[src/rtl/maxpool_frame_ctrl.sv]
`default_nettype none
// ============================================================================
// Module      : maxpool_frame_ctrl
// Description : Frame sequencer wrapped around an external 8-channel 2x2
//               max-pooling layer. It gates WIDTH*HEIGHT source pixels into
//               the pooling layer and registers the (WIDTH/2)*(HEIGHT/2)
//               results to the output. It flags the last result, waits a
//               bounded time for stragglers and reports timeout and overrun
//               errors.
// Ports       : clk, rst          - clock, synchronous active-high reset
//               start             - begin one frame (honoured only in IDLE)
//               src_valid/data    - upstream pixel stream (bit k = channel k)
//               src_ready         - pixel accepted (high only in FEED)
//               pool_valid_in/px  - zero-latency pixel strobe to pooling layer
//               pool_valid_out/d  - pooling-layer result strobe
//               out_valid/data    - registered result, out_last on final one
//               busy, done        - FEED/DRAIN indicator, one-cycle DONE pulse
//               err_timeout       - DRAIN ran out of idle budget (sticky)
//               err_overrun       - unexpected pooling result (sticky)
//               in_cnt, out_cnt   - accepted pixels / delivered results
// Revision    : 1.0 - initial release
// ============================================================================
module maxpool_frame_ctrl #(
    parameter int WIDTH         = 26,
    parameter int HEIGHT        = 26,
    parameter int DRAIN_TIMEOUT = 64
) (
    input  logic       clk,
    input  logic       rst,
    input  logic       start,
    input  logic       src_valid,
    input  logic [7:0] src_data,
    output logic       src_ready,
    output logic       pool_valid_in,
    output logic [7:0] pool_pixel,
    input  logic       pool_valid_out,
    input  logic [7:0] pool_data,
    output logic       out_valid,
    output logic [7:0] out_data,
    output logic       out_last,
    output logic       busy,
    output logic       done,
    output logic       err_timeout,
    output logic       err_overrun,
    output logic [9:0] in_cnt,
    output logic [9:0] out_cnt
);

    localparam int N_IN  = WIDTH * HEIGHT;
    localparam int N_OUT = (WIDTH / 2) * (HEIGHT / 2);
    localparam int TO_W  = $clog2(DRAIN_TIMEOUT + 1);

    localparam logic [9:0]      c_N_IN     = 10'(N_IN);
    localparam logic [9:0]      c_IN_LAST  = 10'(N_IN - 1);
    localparam logic [9:0]      c_N_OUT    = 10'(N_OUT);
    localparam logic [9:0]      c_OUT_LAST = 10'(N_OUT - 1);
    localparam logic [TO_W-1:0] c_TO_LAST  = TO_W'(DRAIN_TIMEOUT - 1);

    localparam logic [1:0] c_ST_IDLE  = 2'd0;
    localparam logic [1:0] c_ST_FEED  = 2'd1;
    localparam logic [1:0] c_ST_DRAIN = 2'd2;
    localparam logic [1:0] c_ST_DONE  = 2'd3;

    logic [1:0]      r_state;
    logic [1:0]      w_next_state;
    logic [9:0]      r_in_cnt;
    logic [9:0]      r_out_cnt;
    logic [TO_W-1:0] r_to_cnt;
    logic            r_out_valid;
    logic [7:0]      r_out_data;
    logic            r_out_last;
    logic            r_err_timeout;
    logic            r_err_overrun;

    logic w_start;
    logic w_accept;
    logic w_res_ok;
    logic w_overrun;
    logic w_all_out;
    logic w_to_expire;

    assign w_start   = (r_state == c_ST_IDLE) & start;
    assign w_accept  = src_valid & src_ready;
    assign w_all_out = (r_out_cnt == c_N_OUT);
    // A result is only legal while a frame is open and not yet complete;
    // anything else is an overrun and never reaches the output.
    assign w_res_ok  = pool_valid_out & ~w_all_out &
                       ((r_state == c_ST_FEED) | (r_state == c_ST_DRAIN));
    assign w_overrun = pool_valid_out & ~w_res_ok;
    // Normal completion takes precedence over a coincident timeout.
    assign w_to_expire = (r_state == c_ST_DRAIN) & ~pool_valid_out &
                         ~w_all_out & (r_to_cnt == c_TO_LAST);

    // ---------------------------------------------------------------- state
    always_ff @(posedge clk) begin
        if (rst) begin
            r_state <= c_ST_IDLE;
        end else begin
            r_state <= w_next_state;
        end
    end

    // ----------------------------------------------------------- next state
    always_comb begin
        w_next_state = r_state;
        case (r_state)
            c_ST_IDLE:  if (start) w_next_state = c_ST_FEED;
            c_ST_FEED:  if (w_accept && (r_in_cnt == c_IN_LAST)) w_next_state = c_ST_DRAIN;
            c_ST_DRAIN: if (w_all_out || w_to_expire) w_next_state = c_ST_DONE;
            default:    w_next_state = c_ST_IDLE;
        endcase
    end

    // -------------------------------------------------------------- outputs
    always_comb begin
        src_ready     = (r_state == c_ST_FEED);
        busy          = (r_state == c_ST_FEED) | (r_state == c_ST_DRAIN);
        done          = (r_state == c_ST_DONE);
        pool_valid_in = w_accept;
        pool_pixel    = src_data;
    end

    // ------------------------------------------------------------- datapath
    always_ff @(posedge clk) begin
        if (rst) begin
            r_in_cnt      <= '0;
            r_out_cnt     <= '0;
            r_to_cnt      <= '0;
            r_out_valid   <= 1'b0;
            r_out_data    <= '0;
            r_out_last    <= 1'b0;
            r_err_timeout <= 1'b0;
            r_err_overrun <= 1'b0;
        end else begin
            r_out_valid <= w_res_ok;
            r_out_last  <= w_res_ok & (r_out_cnt == c_OUT_LAST);
            if (w_res_ok) begin
                r_out_data <= pool_data;
            end
            // An overrun seen in the same cycle as start is still reported.
            r_err_overrun <= w_overrun | (r_err_overrun & ~w_start);

            if (w_start) begin
                r_in_cnt      <= '0;
                r_out_cnt     <= '0;
                r_to_cnt      <= '0;
                r_err_timeout <= 1'b0;
            end else begin
                if (w_accept && (r_in_cnt != c_N_IN)) begin
                    r_in_cnt <= r_in_cnt + 10'd1;
                end
                if (w_res_ok) begin
                    r_out_cnt <= r_out_cnt + 10'd1;
                end
                // Idle-cycle counter restarts on every result seen in DRAIN.
                if (r_state == c_ST_DRAIN) begin
                    r_to_cnt <= pool_valid_out ? '0 : r_to_cnt + 1'b1;
                end
                if (w_to_expire) begin
                    r_err_timeout <= 1'b1;
                end
            end
        end
    end

    assign out_valid   = r_out_valid;
    assign out_data    = r_out_data;
    assign out_last    = r_out_last;
    assign err_timeout = r_err_timeout;
    assign err_overrun = r_err_overrun;
    assign in_cnt      = r_in_cnt;
    assign out_cnt     = r_out_cnt;

endmodule
`default_nettype wire

[config.mk]
export PLATFORM = sky130hd
export DESIGN_NAME = maxpool_frame_ctrl
export DESIGN_NICKNAME = d
export VERILOG_FILES = /design/src/rtl/maxpool_frame_ctrl.sv
export SDC_FILE = /design/constraint.sdc
export NUM_CORES = 1
export LEC_CHECK = 0
export CELL_PAD_IN_SITES_DETAIL_PLACEMENT = 1
export CELL_PAD_IN_SITES_GLOBAL_PLACEMENT = 1
export CORE_MARGIN = 1.5
export CORE_UTILIZATION = 32
export CTS_BUF_LIST = sky130_fd_sc_hd__clkbuf_4
export DETAILED_ROUTE_END_ITERATION = 10
export PLACE_DENSITY = 0.81
export SYNTH_ARGS = -nofsm -noshare
export SYNTH_HDL_FRONTEND = slang
export SYNTH_SLANG_ARGS = --single-unit
[constraint.sdc]
create_clock -name clk -period 1.78 [get_ports clk]
set_input_delay 0.267 -clock clk [delete_from_list [all_inputs] [get_ports clk]]
set_output_delay 0.267 -clock clk [all_outputs]
set_load 0.02 [all_outputs]
==> metrics.txt, run 1 <==
result of the run finished clean; library cell used as clock root buffer sky130_fd_sc_hd__clkbuf_4; worst skew pair latency 350 ps; total chip power 2670 uW; commonest cells in the netlist sky130_fd_sc_hd__dfxtp_1, sky130_fd_sc_hd__nor2_1, sky130_fd_sc_hd__nand2_1; worst r2r src r_state[0]; Clock Tree Buf Depth 2; count of non-filler cells in the finished layout 373; top-level port count 65; count of TritonRoute iterations in the first routing pass 4; clock skew 8.96 ps; number of remaining DRC errors 0; final layout net count 327; GRT Total Usage 16.1%; total routed wirelength 5530 microns; Final Hold Violating Endpoints 0; number of flops mapped to enable cells by yosys 0; DR WL/cell 14.8 microns; number of buffers inserted during clock tree synthesis 5; met2 Usage GRT 28.9%; share of power burned in combinational logic 42.3%; placer congestion estimate approximately 0.82; Tightest Pin Transition 442 ps; WHS Endpoint err_overrun; most frequent cell after synthesis sky130_fd_sc_hd__dfxtp_1; max-slew violation count 0; number of inserted diodes 0; Finish-stage setup viols 0; max-cap violation count 0; die area slightly below 7000 sq um; number of distinct library cells after synthesis 42; clock slew seen by the registers of the worst setup and hold paths 130 ps; number of antenna violations at the first check in global routing 0; initial cell density of the core 32.9%; pin count of the biggest net entering global routing 13; maximum operating frequency 578 MHz; endpoint of the most critical register-to-register path out_cnt[9]; relative area change from synthesis to final layout 36.1%; sequential area share after synthesis between 30% and 40%; required arrival time at the worst endpoint 1510 ps; instance count after placement with tap cells included 365; clock sink count between 40 and 50; most common flop cell mapped by yosys sky130_fd_sc_hd__dfxtp_1; Reg2Reg Depth 6; top post-synthesis cells by area sky130_fd_sc_hd__dfxtp_1, sky130_fd_sc_hd__ha_1, sky130_fd_sc_hd__nor2_1; vias post-DR 1858; GRT met1 Usage 19.6%; critical path data arrival time 1460 ps; worst-case vdd ir drop about 0.62 mV; HPWL after detailed placement 4330 microns; Net Switching 963 uW; first-iteration detailed-routing DRC count 103; Leakage Power 0.00115 uW; core box area 6280 sq um; area share of the largest cell type after synthesis 39.8%; Synth Cell Area 2060 sq um; post-synthesis cell count 231; Yosys reg bits 41; GRT busiest layer met2; Vias per Instance 4.98; number of core rows 29; peak fanout along the critical path 4; Reg power frac 39.7%; crit path kind flip-flop to output pin; Port Buf Inserts 48; H-tree depth 2; library cell occupying the most area in the post-synthesis netlist sky130_fd_sc_hd__dfxtp_1; Worst Setup End Kind output pin; hold-critical path depth 1; total power density per cell area 950 nW/um^2; M3 GR Usage 3.58%; clock tree from TritonCTS done; via count of the first global-routing pass 1924; count of hold buffers inserted by post-cts repair 0; clock period minus worst slack between 1500 and 2000 ps; worst hold path class flip-flop to flip-flop; internal power approximately 1700 uW; share of total power in the clock network between 15 and 20%; async set-reset flop share out of synthesis 0%; proportion of total power due to net switching a little over a third; first-pass GRT wire length 9160 microns; Syn Area/Cell 8.94 sq um; part of the cycle the worst path needs 97.2%; number of nets in the synthesized netlist 263; remaining global-route overflow 0; hold path start err_overrun; R2R Setup Slk 80 ps; element type at the critical path start flip-flop; Yosys warning count 0; hold_ws 489 ps; layout cells sized above 1 15.9%; max_slew headroom 70.5%; floorplan die height around 83 microns; count of antenna-violating nets left after detailed routing 0; die width 83.3 microns
[worst max-delay path by stage]
| stage | endpoint | slack, ps | from |
|---|---|---|---|
| finish | busy | 50 | r_state[0] |
| global route | busy | -0.05 | r_state[1] |
| CTS | pool_valid_in | 3 | r_state[1] |
| detailed placement | out_data[6] | -50 | pool_valid_out |
| global placement | out_cnt[9] | -40 | pool_valid_out |
| floorplan | out_data[0] | 10 | r_state[0] |
[per-layer routing]
layer  vias up  share of wire [%]
met5         -                  0
met4         0               0.83
met3         7                3.7
met2        32                 51
met1       898                 44
li1        921                  -
[timing repair]
action,in CTS,in global routing
resized for setup,7,14
setup endpoints to repair,5,17
setup buffers,0,0
[metrics by stage]
| stage | TNS (ps) | area [sq um] | setup WS (ps) | utilization (%) |
|---|---|---|---|---|
| 2_1_floorplan | 0 | 2070 | 11.2 | - |
| 3_3_place_gp | -113 | 2730 | -39.0 | 43.6 |
| 3_5_place_dp | -503 | 2730 | -52.8 | 43.6 |
| 4_1_cts | 0 | 2790 | 2.64 | 44.4 |
| 5_1_grt | -0.0532 | 2810 | -0.0532 | 44.8 |
| 6_report | 0 | 2810 | 49.6 | 44.8 |
[power by group through the flow]
stage	registers, uW	clock network [uW]	logic [uW]
2_1_floorplan	1150	0	580
3_3_place_gp	1070	0	1110
3_5_place_dp	1080	0	1140
4_1_cts	1060	494	1130
5_1_grt	1070	532	1220
6_report	1060	480	1130
[sequential cells by signal, indices dropped and copies added (netlist names)]
register and count:
err_overrun 1, err_timeout 1, in_cnt 10, out_cnt 10, out_data 8, out_last 1
out_valid 1, r_state 2, r_to_cnt 7
[cell families after synthesis]
group,after synthesis,synth area share [%]
buf+inv,25,6.42
flops,41,39.8
fa+ha+maj,11,6.67
simple gates,98,25.3
compound gates,32,10.9
xor+xnor,12,5.09
mux,12,5.82
[cell type report]
cell class | count | area [sq um]
repair buffers | 70 | 671
fillers | 757 | 3470
inverters | 12 | 45.0
well taps | 77 | 96.3
flip-flops and latches | 41 | 825
clock buffers | 6 | 45.0
clock inverters | 2 | 10.0
multi-input cells | 165 | 1120
[worst max-delay path, stage by stage, from the launching register on]
cell and delay, ps:
sky130_fd_sc_hd__dfxtp_2 380, sky130_fd_sc_hd__inv_1 70, sky130_fd_sc_hd__ha_2 380, sky130_fd_sc_hd__clkdlybuf4s15_2 280
[layout by cell type (no fill, tap or decap), drive strengths merged, types with 2 or more instances in the layout]
master	count
nand4	3
nand4b	2
buf	22
ha	11
or3	3
nor3	6
o21ai	8
dlymetal6s2s	7
or3b	2
xor2	6
a31oi	4
nand2b	2
xnor2	6
clkbuf	7
nand2	19
inv	12
nor4	4
clkdlybuf4s50	37
nor2	34
dfxtp	41
and3	4
mux2i	12
a21oi	12
and4	3
clkinv	2
nand3	10
clkdlybuf4s15	2
Power figures use the tool's default switching activity.
==> inputs of run 2 (changes only) <==
- PLACE_DENSITY: 0.81 -> not set
- PLACE_DENSITY_LB_ADDON: not set -> 0.25
==> metrics.txt, run 2 (same netlist as run 1, synthesis figures left out) <==
result of the run finished clean (unchanged); placer congestion estimate 0.758 (was 0.820); Finish-stage setup viols 0 (unchanged); required arrival time at the worst endpoint 1510 ps (about the same); worst skew pair latency 340 ps (was 350 ps); max_slew headroom 68.8% (was 70.5%); Worst path max stage delay 650 ps (was 380 ps); part of the cycle the worst path needs 95.8% (was 97.2%); peak fanout along the critical path 8 (was 4); element type at the critical path start flip-flop (unchanged); number of core rows 29 (unchanged); setup repair after global routing missed its margin no; floorplan die height 83.3 microns (unchanged); relative area change from synthesis to final layout 39.3% (was 36.1%); first-iteration detailed-routing DRC count 85 (was 103); worst hold path class flip-flop to flip-flop (unchanged); Vias per Instance 4.88 (was 4.98); count of antenna-violating nets left after detailed routing 0 (unchanged); remaining global-route overflow 0 (unchanged); number of buffers inserted during clock tree synthesis 5 (unchanged); worst setup slack after placement -21.2 ps (was -52.8 ps); via count of the first global-routing pass 1837 (was 1924); number of buffer and inverter stages on the critical path 1 (was 2); initial cell density of the core 32.9% (unchanged); total routed wirelength 5160 microns (was 5530 microns); number of antenna violations at the first check in global routing 0 (unchanged); share of power burned in combinational logic 42.1% (was 42.3%); proportion of total power due to net switching 34.0% (was 36.1%); GRT Total Usage 15.7% (was 16.1%); share of total power in the clock network 21.1% (was 18.0%); most frequent standard cell in the layout excluding fill and tap cells sky130_fd_sc_hd__clkdlybuf4s50_1 (was sky130_fd_sc_hd__dfxtp_1); number of inserted diodes 0 (unchanged); Leakage Power 0.00112 uW (was 0.00115 uW); list of cells traversed by the critical path clkdlybuf4s50_1 (was inv_1 > ha_2 > clkdlybuf4s15_2); clock period minus worst slack 1700 ps (was 1730 ps); cell with the largest stage delay on the worst path sky130_fd_sc_hd__clkdlybuf4s50_1 (was sky130_fd_sc_hd__dfxtp_2); Finished Cell Area 2880 sq um (was 2810 sq um); maximum operating frequency 587 MHz (was 578 MHz); post-CTS setup buffers 0 (unchanged); core box area 6280 sq um (unchanged); total power density per cell area 997 nW/um^2 (was 950 nW/um^2); HPWL after detailed placement 3960 microns (was 4330 microns); Port Buf Inserts 48 (unchanged); library cell used as clock root buffer sky130_fd_sc_hd__clkbuf_4 (unchanged); Tightest Pin Transition 468 ps (was 442 ps); H-tree depth 2 (unchanged); most used cells in the layout excluding fill and tap cells sky130_fd_sc_hd__clkdlybuf4s50_1, sky130_fd_sc_hd__dfxtp_1, sky130_fd_sc_hd__nor2_1 (was sky130_fd_sc_hd__dfxtp_1, sky130_fd_sc_hd__clkdlybuf4s50_1, sky130_fd_sc_hd__nor2_1); max-slew violation count 0 (unchanged); layout cells sized above 1 16.4% (was 15.9%); DR WL/cell 13.7 microns (was 14.8 microns); number of remaining DRC errors 0 (unchanged); clock skew 8.15 ps (was 8.96 ps); top-level port count 65 (unchanged); Final Hold Violating Endpoints 0 (unchanged); Reg power frac 36.8% (was 39.7%); clock slew seen by the registers of the worst setup and hold paths 130 ps (about the same); count of hold buffers inserted by post-cts repair 0 (unchanged); count of TritonRoute iterations in the first routing pass 4 (unchanged); internal power 1890 uW (was 1710 uW); Clock Tree Buf Depth 2 (unchanged); delay-heaviest family, CP buffers and inverters (was flip-flops); die area 6940 sq um (unchanged); Net Switching 975 uW (was 963 uW); crit path kind flip-flop to output pin (unchanged); max-cap violation count 0 (unchanged); Worst Setup End Kind output pin (unchanged); final layout net count 329 (was 327); first-pass GRT wire length 8950 microns (was 9160 microns); Final Util 45.8% (was 44.8%); placed cell area 2750 sq um (was 2730 sq um); clock sink count 41 (unchanged); number of cells upsized or downsized after cts 15 (was 7); vias post-DR 1830 (was 1858); pin count of the biggest net entering global routing 15 (was 13); worst-case vdd ir drop 0.619 mV (was 0.617 mV); final worst-path setup slack 75.0 ps (was 49.6 ps); clock tree from TritonCTS done (unchanged); die width 83.3 microns (unchanged); critical path data arrival time 1440 ps (was 1460 ps)
run 2: changes by cell type in the layout (fill, tap and decap cells not counted), sizes merged, moves of 2 or more:
| cell | before | now |
|---|---|---|
| clkbuf | 7 | 5 |
| clkdlybuf4s50 | 37 | 39 |
| dlymetal6s2s | 7 | 4 |
| buf | 22 | 24 |
run 2: power groups by stage:
stage / sequential (uW) / combinational, uW / clock [uW]
floorplan: 1150 / 580 / 0
global route: 1070 / 1320 / 677
CTS: 1060 / 1210 / 640
finish: 1060 / 1210 / 605
detailed placement: 1080 / 1170 / 0
global placement: 1070 / 1160 / 0
run 2: metrics by stage:
stage | hold slack [ps] | setup TNS (ps) | std cells | power, uW
floorplan | 414 | 0 | 231 | 1730
global placement | 472 | -25.3 | 367 | 2230
detailed placement | 483 | -47.4 | 367 | 2250
CTS | 499 | 0 | 375 | 2910
global route | 516 | 0 | 375 | 3060
finish | 504 | 0 | 375 | 2870
run 2: layer usage:
layer | vias to the layer above | GRT usage (%) | part of all wire [%]
met5 | - | 0 | 0
met4 | 0 | 3.64 | 0.85
met3 | 7 | 3.68 | 3.4
met2 | 30 | 26.8 | 49
met1 | 866 | 20.2 | 47
li1 | 927 | - | -
run 2: final cells by class:
cell class                      count  area, sq um
Clock buffer                        5         37.5
Clock inverter                      3         41.3
Fill cell                         742         3400
Inverter                           12         45.0
Multi-Input combinational cell    165         1150
Sequential cell                    41          825
Tap cell                           77         96.3
Timing Repair Buffer               72          684
run 2: worst paths after layout:
path | startpoint | slack [ps] | cells after the start | endpoint
hold reg to reg | err_timeout | 500 | 2 | err_timeout
setup reg to reg | r_state[1] | 140 | 7 | out_cnt[9]
hold / removal | err_timeout | 500 | 2 | err_timeout
setup / recovery | in_cnt[3] | 80 | 1 | in_cnt[3]
